<file path="src/rtl/pdm_cic_decimator_if.sv">
`default_nettype none
// +----------------------------------------------------------------------------+
// | Module   : pdm_cic_decimator_if                                            |
// | Purpose  : PDM input, enable and PCM valid/ready bundle for the decimator  |
// | Revision : 1.0  initial release                                            |
// +----------------------------------------------------------------------------+
interface pdm_cic_decimator_if #(
  parameter int DECIM_LOG2 = 6
);
  localparam int W = 2*DECIM_LOG2 + 1;

  logic         ena;
  logic         pdm_in;
  logic [W-1:0] pcm_data;
  logic         pcm_valid;
  logic         pcm_ready;
  logic         overrun;
  logic         overrun_clr;

  // master: the decimator, which sources the PCM stream
  modport master (
    input  ena, pdm_in, pcm_ready, overrun_clr,
    output pcm_data, pcm_valid, overrun
  );

  modport slave (
    output ena, pdm_in, pcm_ready, overrun_clr,
    input  pcm_data, pcm_valid, overrun
  );
endinterface
`default_nettype wire

</file>
<file path="src/rtl/pdm_cic_decimator.sv">
`default_nettype none
// +----------------------------------------------------------------------------+
// | Module   : pdm_cic_decimator                                               |
// | Purpose  : 2nd-order CIC, PDM bitstream to PCM, 1-entry valid/ready buffer |
// | Options  : PDM_DECIM_SYNC_EN - 2-flop synchronizer on pdm_in and ena       |
// | Revision : 1.0  initial release                                            |
// +----------------------------------------------------------------------------+
module pdm_cic_decimator #(
  parameter int DECIM_LOG2 = 6
) (
  input  wire logic           clk,
  input  wire logic           rst,
  pdm_cic_decimator_if.master bus
);
  localparam int W = 2*DECIM_LOG2 + 1;

  localparam logic [1:0] ST_PRIME0 = 2'd0;
  localparam logic [1:0] ST_PRIME1 = 2'd1;
  localparam logic [1:0] ST_RUN    = 2'd2;

  logic w_bit;
  logic w_ena;

`ifdef PDM_DECIM_SYNC_EN
  // ena travels with the data so frame boundaries stay aligned to the same bits
  logic [1:0] sync_bit_q;
  logic [1:0] sync_ena_q;

  always_ff @(posedge clk) begin
    if (rst) begin
      sync_bit_q <= '0;
      sync_ena_q <= '0;
    end else begin
      sync_bit_q <= {sync_bit_q[0], bus.pdm_in};
      sync_ena_q <= {sync_ena_q[0], bus.ena};
    end
  end

  assign w_bit = sync_bit_q[1];
  assign w_ena = sync_ena_q[1];
`else
  assign w_bit = bus.pdm_in;
  assign w_ena = bus.ena;
`endif

  logic [W-1:0]          i1_q, i1_d;
  logic [W-1:0]          i2_q, i2_d;
  logic [W-1:0]          i2_dly_q;
  logic [W-1:0]          c1_dly_q;
  logic [W-1:0]          w_c1;
  logic [W-1:0]          w_y;
  logic [W-1:0]          y_q;
  logic                  y_vld_q;
  logic [DECIM_LOG2-1:0] cnt_q, cnt_d;
  logic                  w_dec;
  logic [1:0]            state_q, state_d;
  logic                  w_run;
  logic [W-1:0]          pcm_data_q, pcm_data_d;
  logic                  pcm_valid_q, pcm_valid_d;
  logic                  overrun_q, overrun_d;

  always_comb begin
    i1_d  = i1_q;
    i2_d  = i2_q;
    cnt_d = cnt_q;
    if (w_ena) begin
      i1_d  = i1_q + {{(W-1){1'b0}}, w_bit};
      i2_d  = i2_q + i1_d;
      cnt_d = cnt_q + 1'b1;
    end
  end

  // The comb sees the integrator value that already includes this instant's bit
  assign w_dec = w_ena && (cnt_q == '1);
  assign w_c1  = i2_d - i2_dly_q;
  assign w_y   = w_c1 - c1_dly_q;

  always_ff @(posedge clk) begin
    if (rst) begin
      state_q <= ST_PRIME0;
    end else begin
      state_q <= state_d;
    end
  end

  always_comb begin
    state_d = state_q;
    if (w_dec) begin
      case (state_q)
        ST_PRIME0: state_d = ST_PRIME1;
        ST_PRIME1: state_d = ST_RUN;
        default:   state_d = ST_RUN;
      endcase
    end
  end

  always_comb begin
    w_run = (state_q == ST_RUN);
  end

  always_comb begin
    pcm_data_d  = pcm_data_q;
    pcm_valid_d = pcm_valid_q;
    overrun_d   = overrun_q;
    if (bus.overrun_clr) begin
      overrun_d = 1'b0;
    end
    if (y_vld_q) begin
      if (!pcm_valid_q || bus.pcm_ready) begin
        pcm_data_d  = y_q;
        pcm_valid_d = 1'b1;
      end else begin
        overrun_d = 1'b1;
      end
    end else if (bus.pcm_ready) begin
      pcm_valid_d = 1'b0;
    end
  end

  always_ff @(posedge clk) begin
    if (rst) begin
      i1_q        <= '0;
      i2_q        <= '0;
      i2_dly_q    <= '0;
      c1_dly_q    <= '0;
      cnt_q       <= '0;
      y_q         <= '0;
      y_vld_q     <= 1'b0;
      pcm_data_q  <= '0;
      pcm_valid_q <= 1'b0;
      overrun_q   <= 1'b0;
    end else begin
      i1_q    <= i1_d;
      i2_q    <= i2_d;
      cnt_q   <= cnt_d;
      y_vld_q <= w_dec && w_run;
      if (w_dec) begin
        i2_dly_q <= i2_d;
        c1_dly_q <= w_c1;
        y_q      <= w_y;
      end
      pcm_data_q  <= pcm_data_d;
      pcm_valid_q <= pcm_valid_d;
      overrun_q   <= overrun_d;
    end
  end

  assign bus.pcm_data  = pcm_data_q;
  assign bus.pcm_valid = pcm_valid_q;
  assign bus.overrun   = overrun_q;

endmodule
`default_nettype wire

</file>
<file path="src/flat_wrapper.sv">
// flat-port wrapper written by rule: the top's interface ports become plain ports
module pdm_cic_decimator_flat 
#(
  parameter int DECIM_LOG2 = 6
)
  (clk, rst, bus_ena, bus_pdm_in, bus_pcm_ready, bus_overrun_clr, bus_pcm_data, bus_pcm_valid, bus_overrun);
  pdm_cic_decimator_if #(.DECIM_LOG2(DECIM_LOG2)) bus_i ();
  input  wire logic clk;
  input  wire logic rst;
  input wire logic [$bits(bus_i.ena)-1:0] bus_ena;
  input wire logic [$bits(bus_i.pdm_in)-1:0] bus_pdm_in;
  input wire logic [$bits(bus_i.pcm_ready)-1:0] bus_pcm_ready;
  input wire logic [$bits(bus_i.overrun_clr)-1:0] bus_overrun_clr;
  output wire logic [$bits(bus_i.pcm_data)-1:0] bus_pcm_data;
  output wire logic [$bits(bus_i.pcm_valid)-1:0] bus_pcm_valid;
  output wire logic [$bits(bus_i.overrun)-1:0] bus_overrun;
  assign bus_i.ena = bus_ena;
  assign bus_i.pdm_in = bus_pdm_in;
  assign bus_i.pcm_ready = bus_pcm_ready;
  assign bus_i.overrun_clr = bus_overrun_clr;
  assign bus_pcm_data = bus_i.pcm_data;
  assign bus_pcm_valid = bus_i.pcm_valid;
  assign bus_overrun = bus_i.overrun;
  pdm_cic_decimator #(.DECIM_LOG2(DECIM_LOG2)) u_core (.clk(clk), .rst(rst), .bus(bus_i));
endmodule
</file>
<file path="config.mk">
export PLATFORM = sky130hd
export DESIGN_NAME = pdm_cic_decimator_flat
export DESIGN_NICKNAME = d
export VERILOG_FILES = /design/src/rtl/pdm_cic_decimator_if.sv /design/src/rtl/pdm_cic_decimator.sv /design/src/flat_wrapper.sv
export SDC_FILE = /design/constraint.sdc
export NUM_CORES = 1
export LEC_CHECK = 0
export BUFFER_PORTS_ARGS = -buffer_cell sky130_fd_sc_hd__buf_2
export CORE_MARGIN = 5
export CORE_UTILIZATION = 60
export CTS_CLUSTER_SIZE = 14
export DETAILED_ROUTE_END_ITERATION = 10
export GPL_TIMING_DRIVEN = 0
export PLACE_DENSITY = 0.83
export SETUP_SLACK_MARGIN = 0.1
export SLEW_MARGIN = 15
export SYNTH_ARGS = -nofsm -noshare
export SYNTH_HDL_FRONTEND = slang
export SYNTH_SLANG_ARGS = --single-unit
</file>
<file path="constraint.sdc">
create_clock -name clk -period 7.84 [get_ports clk]
set_clock_uncertainty 0.15 [all_clocks]
set_input_delay 0.392 -clock clk [delete_from_list [all_inputs] [get_ports clk]]
set_output_delay 0.392 -clock clk [all_outputs]
set_load 0.01 [all_outputs]
</file>
==> flow_summary.ini <==
[floorplanning]
die_h_um = 102
start_util_pct = 61.8
rows = 33
dieArea_mm2 = 0.0105
ios = 21
die_x_um = 102
core_area_mm2 = 0.00826

[synthesis]
syn_area_mm2 = 0.00511
synth_cell_types = 54
synth_edf_count = 0
syn_nets = 680
yosysTopAreaCell = dfxtp_1
ys_seq_area_share_pct = 34.9
async_flop_share_pct = 0
yosys-top-cells-area = dfxtp_1 (35%), ha_1 (10%), nand2_1 (6.2%)
yosysWarnings = 0
syn_avg_cell_area_um2 = 8.12
ys.flop_type = dfxtp_1
syn_inst = 629
synth_top_area_share_pct = 34.9
synth_seq_cells = 89

[critical_path]
startpoint_type = flip-flop
end_kind = flip-flop
worst_ep_arrival_time_ns = 5.59
cp_max_fo = 7
crit_required_ns = 7.94
worstSetupPathType = flip-flop to flip-flop

[clock_network]
cts_hold_buf = 0
clk_latency_ns = 0.35
cts_tree = done
cts_resized = 0
cts.sinks = 89
clk_pin_slew_worst_paths_ns = 0.09
post_cts_buffers = 0
cts_root_buf = clkbuf_8
htree_levels = 3
cts_buffers = 9
cts_max_path_buffers = 2

[pwr]
p_int_mw = 0.717
switching_share_pct = 26.5
p_switching_mw = 0.259
pwr-share-comb_pct = 17.1
finalPower_mw = 0.975
powerDensity_mw_per_mm2 = 175
power_frac_seq_pct = 47.0
p_clk_share_pct = 35.8
ir_drop_uv = 126
p_leak_nw = 2.31

[final_layout]
nets = 710
layout_commonest_cell = dfxtp_1
diodes = 0
mostFrequentLayoutCells = dfxtp_1 (89), nand2_1 (85), nor2_1 (78), a21oi_1 (58), ha_1 (42)
area_delta_synth_final_pct = 8.89
drive_gt1_share_pct = 7.53

[sta]
post-route-period-util_pct = 70.0
setup_viol = 0
worst_pin_slew_ns = 0.657
slew_headroom_pct = 56.2
worst_slack_ns = 2.35
final_max_slew_viol_count = 0
layout_min_cycle_time_ns = 5.49
finalHoldViolations = 0
rsz0062_at_grt = false
whs_ns = 0.186
tns_ns = 0
fmax_ghz = 0.182

[placement]
gp_congestion = 0.817
pre_cts_ws_ns = 2.23
io_buffers = 19
place_hpwl_um = 7930

[detailed_routing]
routed.top_layer = met4
wl_met2_um = 5060
routed_wl_um = 10200
via_count = 4151
drc_errors = 0
dr.first_iter.drc_count = 145
met3_length_um = 453
avgViaCountPerCell = 5.40
avgRoutedWirePerCell_um = 13.2
drtAntennaViolNets = 0
dr.pass1.iters = 4
met1_length_um = 4460

[min_path]
min_path_type = primary input to flip-flop

[global_routing]
grtUsageTotal_pct = 20.7
overflow = 0
grt_pass1_wl_um = 17400
grt_max_degree = 16
grt_pass1_vias = 3975
antenna_found_initial = 0

[flow_run]
cap_viol_max_count = 0

[status]
status = finished, final reports clean
## power groups by stage
stage | combinational (mW) | sequential (mW) | clock (mW)
floorplan | 0.135 | 0.469 | 0
CTS | 0.166 | 0.459 | 0.357
finish | 0.167 | 0.459 | 0.349
global route | 0.188 | 0.459 | 0.377
global placement | 0.158 | 0.469 | 0
detailed placement | 0.165 | 0.469 | 0
## synthesized netlist by cell type (4+ instances only)
cell type  instances
a211oi_1          20
a21o_1             6
a21oi_1           58
and3_1             4
buf_1              4
clkbuf_1          22
dfxtp_1           89
ha_1              42
inv_1             41
mux2i_1           10
nand2_1           85
nand2b_1           4
nand3_1           16
nand3b_1           7
nor2_1            78
nor2b_1            8
nor3_1            11
o21a_1             4
o21ai_0           16
or2_2              5
or3_1              6
xnor2_1           22
xor2_1            26
## kinds of logic (layout without fill, tap and decap cells)
logic type	Yosys count	after routing	share of synthesized area (%)
flip-flops	89	89	34.9
buffers and inverters	69	104	5.36
XOR/XNOR	50	50	8.99
AND/OR/NAND/NOR	239	239	21.4
AO/OA/AOI/OAI	127	127	16.0
adder cells (fa/ha/maj)	45	45	11.5
multiplexers	10	10	1.96
## worst max-delay path, stage by stage, from the launching register on
cell and delay, ns:
dfxtp_1 0.36, ha_1 0.24, and4_1 0.23, buf_6 0.13, and2_0 0.26, xor2_1 0.23, ha_1 0.29, a21oi_1 0.22
o211a_1 0.20, nor2_1 0.07, xnor2_1 0.14, nor2_1 0.05, a21oi_1 0.21, inv_1 0.10, ha_1 0.39, nand3_1 0.10
a21o_1 0.18, nand3b_1 0.10, xor2_1 0.22, ha_1 0.34, nand3_1 0.12, nor3_1 0.07, a2111oi_2 0.44, a21oi_1 0.15
xnor2_1 0.19, xnor2_1 0.14, o21ai_1 0.07
## metrics by stage
step	std cells	cell area (um2)	utilization, %
finish	769	5560	67.3
global route	769	5560	67.3
CTS	769	5560	67.3
detailed placement	753	5330	64.6
global placement	753	5330	64.6
floorplan	629	5110	-
## state kept, by name (all words and copies together) (netlist names)
register and flops:
u_core.i1_q 13, u_core.state_q 2, u_core.y_vld_q 1, u_core.bus.overrun 1, u_core.cnt_q 6, u_core.bus.pcm_data 13, u_core.i2_q 13, u_core.c1_dly_q 13
u_core.bus.pcm_valid 1, u_core.i2_dly_q 13, u_core.y_q 13
## per-layer routing
layer  GRT usage (%)  vias up
met3            5.19       15
met1            23.1     1880
met4            6.86        0
li1                -     2183
met2            38.4       73
met5               0        -
## cell type report
cell class                 count  area (um2)
multi-input combinational    471        3050
fill                         714        2700
sequential                    89        1780
inverter                      41         154
clock buffer                  10         138
tap                          105         131
buffer                        28         120
timing repair buffer          19        95.1
clock inverter                 6        90.1
## final timing paths
path / start / end / slack (ns) / cells past startpoint
worst max-delay path: u_core.i1_q[0] / u_core.y_q[12] / 2.35 / 26
worst min-delay path: bus_pcm_ready / u_core.bus.pcm_valid / 0.19 / 4
worst max register to register: u_core.i1_q[0] / u_core.y_q[12] / 2.35 / 26
worst min register to register: u_core.bus.pcm_data[8] / u_core.bus.pcm_data[8] / 0.31 / 2
Note: power is estimated with default switching activity, not from simulation.
